**config.mk**
```make
export PLATFORM = sky130hd
export DESIGN_NAME = aes_dec_ctrl
export DESIGN_NICKNAME = d
export VERILOG_FILES = /design/src/rtl/aes_dec_ctrl.sv
export SDC_FILE = /design/constraint.sdc
export NUM_CORES = 1
export LEC_CHECK = 0
export BUFFER_PORTS_ARGS = -buffer_cell sky130_fd_sc_hd__buf_2
export CELL_PAD_IN_SITES_DETAIL_PLACEMENT = 1
export CELL_PAD_IN_SITES_GLOBAL_PLACEMENT = 1
export CORE_AREA = 2 2 405 407
export CTS_CLUSTER_SIZE = 10
export DETAILED_ROUTE_END_ITERATION = 10
export DIE_AREA = 0 0 407 409
export PLACE_DENSITY = 0.35
export SLEW_MARGIN = 20
export SYNTH_ARGS = -nofsm -noshare
export SYNTH_HDL_FRONTEND = slang
export SYNTH_SLANG_ARGS = --single-unit
export TNS_END_PERCENT = 50
```
**constraint.sdc**
```tcl
create_clock -name clk -period 3 [get_ports clk]
set_input_delay 0.9 -clock clk [delete_from_list [all_inputs] [get_ports clk]]
set_output_delay 0.9 -clock clk [all_outputs]
set_load 0.05 [all_outputs]
```
**src/rtl/aes_dec_ctrl.sv**
```systemverilog
// AES-128 decrypt sequencer: request, key expansion, decrypt, result.
// Optional key reuse cache when AES_DEC_KEY_CACHE_EN is defined.
module aes_dec_ctrl #(
  parameter int KE_CYCLES   = 11,
  parameter int DEC_TIMEOUT = 64
) (
  input  logic         clk,
  input  logic         rst,
  input  logic         req_valid,
  output logic         req_ready,
  input  logic [127:0] req_key,
  input  logic [127:0] req_cypherText,
  output logic         res_valid,
  input  logic         res_ready,
  output logic [127:0] res_plainText,
  output logic         res_err,
  output logic         ke_en,
  output logic [127:0] input_key,
  output logic [3:0]   ke_round,
  input  logic [127:0] ke_round_key,
  output logic         d_en,
  output logic [127:0] d_cypherText,
  input  logic [3:0]   d_round,
  output logic [127:0] d_round_key,
  input  logic [127:0] d_plainText,
  input  logic         dn
);

  localparam int CMAX =
    (KE_CYCLES > DEC_TIMEOUT) ? KE_CYCLES : DEC_TIMEOUT;
  localparam int CW = (CMAX > 1) ? $clog2(CMAX) : 1;
  localparam logic [CW-1:0] KE_LAST  = CW'(KE_CYCLES - 1);
  localparam logic [CW-1:0] DEC_LAST = CW'(DEC_TIMEOUT - 1);

  typedef enum logic [1:0] {
    IDLE,
    KEXP,
    DEC,
    RESP
  } state_t;

  state_t         state, state_d;
  logic [CW-1:0]  cnt, cnt_d;
  logic           accept;
  logic           hit;
  logic [127:0]   res_pt_d;
  logic           res_err_d;

  assign req_ready   = (state == IDLE);
  assign ke_en       = (state == KEXP);
  assign d_en        = (state == DEC);
  assign res_valid   = (state == RESP);
  assign ke_round    = d_round;
  assign d_round_key = ke_round_key;

`ifdef AES_DEC_KEY_CACHE_EN
  logic key_vld, key_vld_d;

  assign hit = key_vld && (req_key == input_key);

  always_comb begin
    key_vld_d = key_vld;
    if (state == IDLE && req_valid && !hit)
      key_vld_d = 1'b0;
    if (state == KEXP && cnt == KE_LAST)
      key_vld_d = 1'b1;
    if (state == DEC && !dn && cnt == DEC_LAST)
      key_vld_d = 1'b0;
  end

  always_ff @(posedge clk) begin
    if (rst) key_vld <= 1'b0;
    else     key_vld <= key_vld_d;
  end
`else
  assign hit = 1'b0;
`endif

  always_comb begin
    state_d   = state;
    cnt_d     = cnt;
    accept    = 1'b0;
    res_pt_d  = res_plainText;
    res_err_d = res_err;
    unique case (state)
      IDLE: begin
        if (req_valid) begin
          accept  = 1'b1;
          cnt_d   = '0;
          state_d = hit ? DEC : KEXP;
        end
      end
      KEXP: begin
        if (cnt == KE_LAST) begin
          cnt_d   = '0;
          state_d = DEC;
        end else begin
          cnt_d = cnt + CW'(1);
        end
      end
      DEC: begin
        // dn beats the timeout when both land together
        if (dn) begin
          res_pt_d  = d_plainText;
          res_err_d = 1'b0;
          state_d   = RESP;
        end else if (cnt == DEC_LAST) begin
          res_pt_d  = '0;
          res_err_d = 1'b1;
          state_d   = RESP;
        end else begin
          cnt_d = cnt + CW'(1);
        end
      end
      RESP: begin
        if (res_ready) state_d = IDLE;
      end
      default: state_d = IDLE;
    endcase
  end

  always_ff @(posedge clk) begin
    if (rst) begin
      state         <= IDLE;
      cnt           <= '0;
      input_key     <= '0;
      d_cypherText  <= '0;
      res_plainText <= '0;
      res_err       <= 1'b0;
    end else begin
      state         <= state_d;
      cnt           <= cnt_d;
      res_plainText <= res_pt_d;
      res_err       <= res_err_d;
      if (accept) begin
        input_key    <= req_key;
        d_cypherText <= req_cypherText;
      end
    end
  end

endmodule

```
# After elaboration in Yosys (flattened, before gate mapping)
# Index checks and enable logic that the tools add are counted.
# totals
reg_bits	393
in_bits	521
out_inout_bits	521
# op_classes
add_sub_neg	1
eq_ne	11
mux	17
n_reduce_logical	6
# ops
op	n
2-to-1 mux 128 bit	2
2-to-1 mux 6 bit	4
one-hot mux 6 bit (3 select lines)	1
2-to-1 mux 2 bit	5
one-hot mux 2 bit (4 select lines)	1
AND reduction 4 bit	2
adder 6 x 1 -> 6 bit (second input constant)	1
equality test 6 x 4 -> 1 bit (second input constant)	1
equality test 6 bit (second input constant)	1
inequality test 2 bit (second input constant)	3
equality test 2 bit (second input constant)	2
2-to-1 mux 1 bit	4
inequality test 2 x 1 -> 1 bit (second input constant)	2
inequality test 3 x 1 -> 1 bit (second input constant)	1
nonzero test 3 bit	1
equality test 2 x 1 -> 1 bit (second input constant)	1
logical NOT 2 bit	1
AND reduction 2 bit	1
nonzero test 2 bit	1

# Logic depth before layout (Yosys ltp)
# Gate-level depths: netlist (run 1).
# logic_depth
word_depth	4
ltp_mapped	8
mapped_depth_nobuf	6

# Least setup slack after synthesis (run 1)
# OpenSTA, ideal clock, no wires.
# synth_timing
path_type	register to register
from	register state[0]
to	register cnt[2]
setup_ps	70
arrival_time_ps	2169
required_ps	2930
path_slack_ps	761
path_stages_with_launch	8
path_buffers	1
cell_sequence	dfxtp_1 inv_1 ha_1 and3_4 a221o_1 buf_6 or4_1 a21oi_1
# synth_between
elab_chain_len	3
word_cells_on_any_way	9
cone_classes	5 x eq/ne; 1 x mux; 3 x reduce/logical
# synth_rtl
element	line	source
start, declared	42	state_t state, state_d;
start signal, assigned	131	state <= state_d;
equality test 2 bit (*)	--	
named net d_en	21	output logic d_en,
inequality test 2 bit (no source line) or nonzero test 3 bit (tied branches)	--	
AND reduction 4 bit (no source line)	--	
end signal, assigned	132	cnt <= cnt_d;
end, declared	43	logic [CW-1:0] cnt, cnt_d;
# The timed path passes the listed nets; every way through them passes the cells marked *.
# A chain may end at the register's enable or synchronous reset.

# Final worst setup path (run 1)
# layout_timing
from	register state[0]
to	output port d_en
# layout_between
elab_chain_len	1
# layout_rtl
element	line	source
equality test 2 bit	51	assign d_en = (state == DEC);
end, declared	21	
# No other way between the ends.

==> results of run 1 <==
power by group:
| part | internal, W | switching [W] | leakage (nW) |
|---|---|---|---|
| clock | 0.00404 | 0.00269 | 0.888 |
| sequential | 0.00607 | 0.000463 | 3.21 |
| combinational | 0.00176 | 0.00585 | 5.45 |
| total | 0.0119 | 0.00900 | 9.55 |
layout make-up:
cell class / count / area share
Sequential cell: 393 / 0.350
Clock buffer: 79 / 0.0700
Inverter: 7 / 0.00117
Clock inverter: 16 / 0.0102
Antenna cell: 9 / 0.00100
Multi-Input combinational cell: 1208 / 0.240
Timing Repair Buffer: 839 / 0.207
Tap cell: 2175 / 0.121
cells by family (layout without fill, tap and decap cells):
family | Yosys count | count (layout) | share of synthesized area
other cells | 0 | 9 | 0
buf+inv | 283 | 941 | 0.106
fa+ha+maj | 7 | 7 | 0.00591
mux | 1 | 1 | 0.000676
simple gates | 793 | 793 | 0.216
flops | 393 | 393 | 0.531
compound gates | 407 | 407 | 0.140
flip-flops by register name, summed over array words and instances (netlist names):
name,count
cnt,6
res_err,1
d_cypherText,128
res_plainText,128
input_key,128
state,2
layout by cell type, fill, tap and decap left out, types with 2 or more instances in the layout:
cell                        instances
sky130_fd_sc_hd__buf_4             38
sky130_fd_sc_hd__or4_1              4
sky130_fd_sc_hd__bufinv_16          5
sky130_fd_sc_hd__clkinv_8           2
sky130_fd_sc_hd__diode_2            9
sky130_fd_sc_hd__nand2b_1           2
sky130_fd_sc_hd__dfxtp_1          393
sky130_fd_sc_hd__clkbuf_1          13
sky130_fd_sc_hd__o31ai_1            4
sky130_fd_sc_hd__o21ai_0            2
sky130_fd_sc_hd__nand2_4            3
sky130_fd_sc_hd__a21oi_1          393
sky130_fd_sc_hd__nand3_1          131
sky130_fd_sc_hd__clkbuf_8          11
sky130_fd_sc_hd__a211oi_1           2
sky130_fd_sc_hd__clkinv_2           8
sky130_fd_sc_hd__clkbuf_16         55
sky130_fd_sc_hd__buf_2            776
sky130_fd_sc_hd__nor3b_1            3
sky130_fd_sc_hd__inv_1              7
sky130_fd_sc_hd__ha_1               7
sky130_fd_sc_hd__and2_4             2
sky130_fd_sc_hd__buf_12            24
sky130_fd_sc_hd__nand2_1          640
layer usage:
layer / vias up / share of wire / track usage
met3: 172 / 0.12 / 0.0529
met1: 7101 / 0.37 / 0.105
li1: 7283 / - / -
met4: 18 / 0.039 / 0.0400
met2: 539 / 0.46 / 0.159
met5: - / 0.0015 / 0
worst max path at each step:
stage	cells past startpoint	from	endpoint
floorplan	7	state[0]	cnt[2]
global placement	5	req_valid	input_key[9]
detailed placement	5	req_valid	input_key[69]
CTS	3	state[0]	d_en
global route	3	state[0]	d_en
finish	3	state[0]	d_en
through the flow:
step	std cells	hold slack, ps
after global placement	4622	440
final	4726	450
after CTS	4717	419
after floorplan	1884	469
after detailed placement	4622	445
after global routing	4718	450
critical path: stages, from the launching register on:
cell and delay, ps:
sky130_fd_sc_hd__dfxtp_1 340, sky130_fd_sc_hd__inv_1 110, sky130_fd_sc_hd__ha_1 400, sky130_fd_sc_hd__buf_2 370
==> results.md, run 1 <==
- finished clean — outcome
- sky130_fd_sc_hd__dfxtp_1, sky130_fd_sc_hd__nand2_1, sky130_fd_sc_hd__a21oi_1 — biggest area contributors in the synthesized netlist
- 927 nW/µm² — pwr dens
- 409 µm — die height
- sky130_fd_sc_hd__clkbuf_16 — CTS Root Cell
- 0 — number of synthesized flops with an enable pin
- 20700 µm² — placed cell areas
- 690 ps — flop-to-flop setup slack
- 0.531 — share of the synthesized area in the top cell type
- primary output — Worst setup EP type
- 0 — final setup violating endpoints
- 5400 µm² — multi-input combinational cell area
- 0 — YS warnings
- 20.2 ps — clock tree skew after final layout
- 63 — largest net degree at the start of global routing
- 148 — number of placement rows
- 117000 µm — wire length of the first global-routing pass
- cnt[4] — critical register-to-register path endpoint
- 7.86 µm² — average footprint of a synthesized cell
- sky130_fd_sc_hd__nand2_1 — most frequent cell after synthesis
- 0.916 — share of the clock period used by the worst path
- 0 — number of max-capacitance violations reported
- 4 — drt first pass iters
- 2412 — Mapped Nets
- 3 — Clock Path Buffers
- 0 — count of hold buffers inserted by post-cts repair
- 2 — maximum level of the CTS H-tree
- 166000 µm² — area of the die
- 162000 µm² — core area
- 14800 µm² — Mapped Area
- 0 — DRC violations left
- 1884 — gate count of the mapped netlist
- 9 — largest fanout on the critical path
- 0.139 — fin util
- 60 ps — clock-pin slew of the registers on the worst-case setup and hold paths
- flip-flop to flip-flop — Hold WC Path Type
- 16000 — number of global-route vias before repair
- 0.000328 V — maximum vdd ir drop
- 0 ps — total negative slack for setup checks
- 66000 µm — post-detail-place hpwl
- 1850 ps — Worst Path Arrival
- 2750 ps — min cycle time layout
- state[0] — Reg-to-Reg Start
- 0.365 — fraction of final layout cells sized beyond drive strength 1
- 393 — number of synthesized register bits
- 3031 — nets
- 251 ps — PnR worst setup slack
- 561 — count of routing violations after the opening detailed-route iteration
- 9.55 nW — P_leak
- 7870 µm² — total area of sequential cells
- 3.20 — detail-routed via count per cell
- 0 — Synth async-reset ratio
- 515 ps — Tightest Pin Transition
- 0 — count of instances resized after the clock tree is built
- 364 MHz — Max Freq
- 18.0 µm — routed wire length per instance
- d_cypherText[24] — Worst Hold Endpoint
- 630 ps — later-pin clock latency in the skew report
- 407 µm — horizontal extent of the die
- 0 — post-CTS setup buffer count
- 777 — I/O Buffers
- 0.531 — part of the Yosys area used for sequential elements
- 0.0209 W — Final Total Pwr
- 0.657 — Max-Slew Margin vs Limit
- 19500 — total of fill cells in the finished design
- built — TritonCTS clock tree
- 23 — initial antenna violation count
- 2 — number of cells on the worst hold path
- 0 — final global-route overflow total
- 0 — antenna violation net count after detailed routing
- 0.728 — GP Congestion
- 0 — number of hold violations in the final report
- 54 — TritonCTS buffer count
- 15100 — total number of vias
- 538 ps — worst-case setup slack after placement
- flip-flop to primary output — category of the most critical setup path
- 0.0977 — global-route total usage across every layer
- 1042 — count of boundary I/O pins
- 0.0914 — starting utilization of the core area
- 34 — unique cell type count in the Yosys netlist
- 52.0% — Layout area overhead
- 2100 ps — worst path required time
- 393 — Sinks on Clock Net
- d_cypherText[24] — hold path start
- sky130_fd_sc_hd__nand2_1, sky130_fd_sc_hd__a21oi_1, sky130_fd_sc_hd__dfxtp_1 — most frequent cells after synthesis
- no — setup repair after global routing missed its margin
- sky130_fd_sc_hd__dfxtp_1 — area leader, netlist
- 6 — number of cells traversed by the worst register-to-register path
- flip-flop — startpoint type of the worst setup path
- 85200 µm — aggregate routed wire length
- 22500 µm² — final design area excluding fillers
- sky130_fd_sc_hd__dfxtp_1 — top_reg_cell synth
- 0 — Final Max Slew Viols
No activity file was read; power rests on OpenSTA's default activity.
==> inputs of run 2 (changes only) <==
PLACE_DENSITY = not set   (was 0.35)
PLACE_DENSITY_LB_ADDON = 0.1   (was not set)
==> run 2 against run 1 <==
Setup slack gained 5.1 ps. Count of clock-buffer cells in the layout is 12 higher. Total power up 3.7%. Critical path type unchanged. Largest power group unchanged.
==> results.md, run 2 (synthesized netlist as in run 1, its figures left out) <==
- sky130_fd_sc_hd__clkbuf_16 — CTS Root Cell, unchanged
- 0.551 — Max-Slew Margin vs Limit, was 0.657
- 0 — count of hold buffers inserted by post-cts repair, unchanged
- 2 — worst path buffer plus inverter count, unchanged
- 4 — drt first pass iters, unchanged
- 17.7 µm — routed wire length per instance, was 18.0 µm
- 0 — Final Max Slew Viols, unchanged
- 0.367 — fraction of final layout cells sized beyond drive strength 1, was 0.365
- 9 — largest fanout on the critical path, unchanged
- 364 MHz — Max Freq, about the same
- 0 — number of max-capacitance violations reported, unchanged
- sky130_fd_sc_hd__buf_2, sky130_fd_sc_hd__nand2_1, sky130_fd_sc_hd__a21oi_1, sky130_fd_sc_hd__dfxtp_1, sky130_fd_sc_hd__nand3_1 — commonest cells after routing, fill and taps aside, unchanged
- 1840 ps — Worst Path Arrival, was 1850 ps
- 34.5 ps — clock tree skew after final layout, was 20.2 ps
- 0.0216 W — Final Total Pwr, was 0.0209 W
- no — setup repair after global routing missed its margin, unchanged
- 470 — count of routing violations after the opening detailed-route iteration, was 561
- inv_1, ha_1, buf_2 — series of cell instances along the critical path, unchanged
- flip-flop — startpoint type of the worst setup path, unchanged
- 166000 µm² — area of the die, unchanged
- flip-flop to flip-flop — Hold WC Path Type, unchanged
- 2 — maximum level of the CTS H-tree, unchanged
- 3 — Clock Path Buffers, unchanged
- 660 ps — later-pin clock latency in the skew report, was 630 ps
- state[0] — Reg-to-Reg Start, unchanged
- 2 — number of cells on the worst hold path, unchanged
- 101 — largest net degree at the start of global routing, was 63
- 0 — post-CTS setup buffer count, unchanged
- 9.67 nW — P_leak, was 9.55 nW
- 0 — final global-route overflow total, unchanged
- 56 — initial antenna violation count, was 23
- 0 — DRC violations left, unchanged
- 390 ps — maximum cell stage delay along the critical path, was 400 ps
- 15400 — total number of vias, was 15100
- buffers and inverters — CP delay by family, top, unchanged
- 407 µm — horizontal extent of the die, unchanged
- 0 ps — total negative slack for setup checks, unchanged
- 2740 ps — min cycle time layout, was 2750 ps
- 0.747 — GP Congestion, was 0.728
- built — TritonCTS clock tree, unchanged
- 0.915 — share of the clock period used by the worst path, was 0.916
- 118000 µm — wire length of the first global-routing pass, was 117000 µm
- 0 — count of instances resized after the clock tree is built, unchanged
- 58 — TritonCTS buffer count, was 54
- 409 µm — die height, unchanged
- primary output — Worst setup EP type, unchanged
- input_key[75] — hold path start, was d_cypherText[24]
- 777 — I/O Buffers, unchanged
- 0.0961 — global-route total usage across every layer, was 0.0977
- finished clean — outcome, unchanged
- 20600 µm² — placed cell areas, was 20700 µm²
- 22700 µm² — final design area excluding fillers, was 22500 µm²
- sky130_fd_sc_hd__ha_1 — slowest stage cell on the critical path, unchanged
- 670 ps — flop-to-flop setup slack, was 690 ps
- 63200 µm — post-detail-place hpwl, was 66000 µm
- 16500 — number of global-route vias before repair, was 16000
- 0 — final setup violating endpoints, unchanged
- 0 — antenna violation net count after detailed routing, unchanged
- 3025 — nets, was 3031
- 1042 — count of boundary I/O pins, unchanged
- sky130_fd_sc_hd__buf_2 — most common cell after layout, fill and taps aside, unchanged
- 83700 µm — aggregate routed wire length, was 85200 µm
- 162000 µm² — core area, unchanged
- 3.25 — detail-routed via count per cell, was 3.20
- 952 nW/µm² — pwr dens, was 927 nW/µm²
- cnt[5] — critical register-to-register path endpoint, was cnt[4]
- 53.6% — Layout area overhead, was 52.0%
- 60 ps — clock-pin slew of the registers on the worst-case setup and hold paths, about the same
- 0 — number of hold violations in the final report, unchanged
- input_key[75] — Worst Hold Endpoint, was d_cypherText[24]
- flip-flop to primary output — category of the most critical setup path, unchanged
- 6 — number of cells traversed by the worst register-to-register path, unchanged
- d_cypherText (128), input_key (128), res_plainText (128) — Largest regs, unchanged
- 0.0914 — starting utilization of the core area, unchanged
- 393 — Sinks on Clock Net, unchanged
- 2100 ps — worst path required time, about the same
- 0.000394 V — maximum vdd ir drop, was 0.000328 V
- 148 — number of placement rows, unchanged
- 674 ps — Tightest Pin Transition, was 515 ps
[run 2: cell types whose count changed in the layout (fill, tap and decap cells not counted), sizes merged]
cell,change
clkbuf,+12
buf,-10
bufinv,+2
diode,+2
inv,+2
clkinv,-1
clkinvlp,-1
[run 2: final cells by class]
class                           instances  area (µm²)
Clock buffer                           91        1820
Fill cell                           19400      139000
Sequential cell                       393        7870
Tap cell                             2175        2720
Multi-Input combinational cell       1208        5400
Timing Repair Buffer                  829        4600
Clock inverter                         18         284
Antenna cell                           11        27.5
Inverter                                7        26.3
[run 2: report_power, final]
part           switching, W  internal [W]
clock               0.00281       0.00472
combinational       0.00584       0.00177
sequential         0.000443       0.00607
[run 2: metal layers]
layer | global-route usage | vias up | wire, µm
met5 | 0 | - | 466
met4 | 0.0321 | 76 | 2520
met3 | 0.0559 | 212 | 10900
met2 | 0.162 | 599 | 39600
met1 | 0.0985 | 7205 | 30300
li1 | - | 7274 | -
[run 2: metrics by stage]
step | worst slack, ps | utilization | hold WS (ps) | std cells
2_1_floorplan | 761 | - | 469 | 1884
3_3_place_gp | 535 | 0.127 | 440 | 4612
3_5_place_dp | 573 | 0.127 | 444 | 4612
4_1_cts | 152 | 0.140 | 391 | 4721
5_1_grt | 101 | 0.140 | 404 | 4729
6_report | 256 | 0.140 | 450 | 4732
[run 2: worst max path at each step]
stage	startpoint	end	slack, ps	cells after the start
5_1_grt	state[0]	d_en	100	3
6_report	state[0]	d_en	260	3
3_5_place_dp	req_valid	cnt[5]	570	5
4_1_cts	state[0]	d_en	150	3
3_3_place_gp	req_valid	cnt[5]	540	5
2_1_floorplan	state[0]	cnt[2]	760	7
[run 2: tightest hold or removal path, delay by kind of cell, from the launching register on]
kind / cells / cell delay [ps]
AND/OR/NAND/NOR: 1 / 50
flip-flops: 1 / 300
AO/OA/AOI/OAI: 1 / 50
==> inputs of run 3 (changes only) <==
PLACE_DENSITY = 0.36   (was not set)
PLACE_DENSITY_LB_ADDON = not set   (was 0.1)
==> run 3 against run 2 <==
Total power is 2.4% lower. Non-clock buffer count increased by 4. Sequential power barely moved. First-iteration DRC count grew 26%. Design area is 1.1% lower. Global-route usage rose by 0.23 points. Sequential share of layout area increased by 0.38 points. Combinational power rose by 0.5%. Cell count decreased by 0.21%. Setup slack got worse by 10 ps. Die area is the same. Critical path depth unchanged.
==> results.md, run 3 (synthesized netlist as in run 1, its figures left out) <==
- 0 — post-CTS setup buffer count, unchanged
- 60 ps — clock-pin slew of the registers on the worst-case setup and hold paths, about the same
- 0.481 — Max-Slew Margin vs Limit, was 0.551
- 18.1 µm — routed wire length per instance, was 17.7 µm
- 777 — I/O Buffers, unchanged
- 0 — DRC violations left, unchanged
- 0 — number of max-capacitance violations reported, unchanged
- 1042 — count of boundary I/O pins, unchanged
- 2750 ps — min cycle time layout, was 2740 ps
- 778 ps — Tightest Pin Transition, was 674 ps
- sky130_fd_sc_hd__buf_2, sky130_fd_sc_hd__nand2_1, sky130_fd_sc_hd__a21oi_1, sky130_fd_sc_hd__dfxtp_1, sky130_fd_sc_hd__nand3_1 — commonest cells after routing, fill and taps aside, unchanged
- 0 — final global-route overflow total, unchanged
- d_cypherText (128), input_key (128), res_plainText (128) — Largest regs, unchanged
- 19500 — total of fill cells in the finished design, was 19400
- 85400 µm — aggregate routed wire length, was 83700 µm
- 0.0211 W — Final Total Pwr, was 0.0216 W
- flip-flop to flip-flop — Hold WC Path Type, unchanged
- cnt[5] — critical register-to-register path endpoint, unchanged
- 119000 µm — wire length of the first global-routing pass, was 118000 µm
- 3.20 — detail-routed via count per cell, was 3.25
- 6 — largest fanout on the critical path, was 9
- 148 — number of placement rows, unchanged
- 81 — largest net degree at the start of global routing, was 101
- 409 µm — die height, unchanged
- 2 — number of cells on the worst hold path, unchanged
- 407 µm — horizontal extent of the die, unchanged
- 0.764 — GP Congestion, was 0.747
- 939 nW/µm² — pwr dens, was 952 nW/µm²
- 2100 ps — worst path required time, about the same
- 162000 µm² — core area, unchanged
- 0.364 — fraction of final layout cells sized beyond drive strength 1, was 0.367
- 0 — count of instances resized after the clock tree is built, unchanged
- 4 — drt first pass iters, unchanged
- 0.0914 — starting utilization of the core area, unchanged
- 3028 — nets, was 3025
- 29.1 ps — clock tree skew after final layout, was 34.5 ps
- sky130_fd_sc_hd__buf_2 — most common cell after layout, fill and taps aside, unchanged
- 57 — TritonCTS buffer count, was 58
- 363 MHz — Max Freq, was 364 MHz
- 0.139 — fin util, was 0.140
- 0.000649 V — maximum vdd ir drop, was 0.000394 V
- 15800 — number of global-route vias before repair, was 16500
- 1850 ps — Worst Path Arrival, was 1840 ps
- 0 — number of hold violations in the final report, unchanged
- 4722 — filler-free cell count of the finished design, was 4732
- 660 ps — later-pin clock latency in the skew report, about the same
- 4616 — number of placed cells counting well taps, was 4612
- finished clean — outcome, unchanged
- flip-flop to primary output — category of the most critical setup path, unchanged
- 15100 — total number of vias, was 15400
- flip-flop — startpoint type of the worst setup path, unchanged
- sky130_fd_sc_hd__ha_1 — slowest stage cell on the critical path, unchanged
- 0 — count of hold buffers inserted by post-cts repair, unchanged
- 0 — antenna violation net count after detailed routing, unchanged
- input_key[127] — Worst Hold Endpoint, was input_key[75]
- 65300 µm — post-detail-place hpwl, was 63200 µm
- 0 ps — total negative slack for setup checks, unchanged
- 9.55 nW — P_leak, was 9.67 nW
- 447 ps — final hold slack, was 450 ps
- 0.0985 — global-route total usage across every layer, was 0.0961
- 710 ps — flop-to-flop setup slack, was 670 ps
- 0 — final setup violating endpoints, unchanged
- 166000 µm² — area of the die, unchanged
- no — setup repair after global routing missed its margin, unchanged
- 24 — initial antenna violation count, was 56
- sky130_fd_sc_hd__clkbuf_16 — CTS Root Cell, unchanged
- 3 — Clock Path Buffers, unchanged
- inv_1, ha_1, buf_2 — series of cell instances along the critical path, unchanged
- 6 — number of cells traversed by the worst register-to-register path, unchanged
- 592 — count of routing violations after the opening detailed-route iteration, was 470
- 51.9% — Layout area overhead, was 53.6%
- input_key[127] — hold path start, was input_key[75]
- 400 ps — maximum cell stage delay along the critical path, was 390 ps
- state[0] — Critical path origin, unchanged
- 0 — Final Max Slew Viols, unchanged
- state[0] — Reg-to-Reg Start, unchanged
- 0.918 — share of the clock period used by the worst path, was 0.915
- built — TritonCTS clock tree, unchanged
- 2 — maximum level of the CTS H-tree, unchanged
- 393 — Sinks on Clock Net, unchanged
- primary output — Worst setup EP type, unchanged
==> run 3: cell type report <==
cell class / instances / area (µm²) / area share
well taps: 2175 / 2720 / 0.121
inverters: 7 / 26.3 / 0.00117
diodes: 5 / 12.5 / 0.000556
clock buffers: 84 / 1660 / 0.0737
repair buffers: 833 / 4570 / 0.203
multi-input cells: 1208 / 5400 / 0.240
flip-flops and latches: 393 / 7870 / 0.350
clock inverters: 17 / 239 / 0.0106
==> run 3: layer usage <==
layer  vias up  share of wire  global-route usage
li1       7261              -                   -
met5         -        0.00089                   0
met2       557           0.46               0.159
met3       155           0.12              0.0472
met1      7119           0.40               0.114
met4        12          0.026              0.0282
==> run 3: power breakdown <==
group          internal (W)  switching, W
sequential          0.00607      0.000445
combinational       0.00179       0.00586
clock               0.00415       0.00281
total                0.0120       0.00911
==> run 3: worst max-delay path: cells and delay by family, from the launching register on <==
family                   cells  cell delay (ps)
buffers and inverters        2              480
adder cells (fa/ha/maj)      1              400
flip-flops                   1              340
==> run 3: worst max-delay path by stage <==
stage               slack [ps]  cells after the start                end
finish                     250                      3          req_ready
global route               110                      3          req_ready
CTS                        130                      3          req_ready
detailed placement         580                      5  res_plainText[77]
global placement           580                      5             cnt[4]
floorplan                  760                      7             cnt[2]
==> run 3: per-stage QoR <==
step,worst slack [ps],area (µm²)
finish,246,22500
floorplan,761,14800
detailed placement,581,20600
global route,114,22500
global placement,576,20600
CTS,133,22500
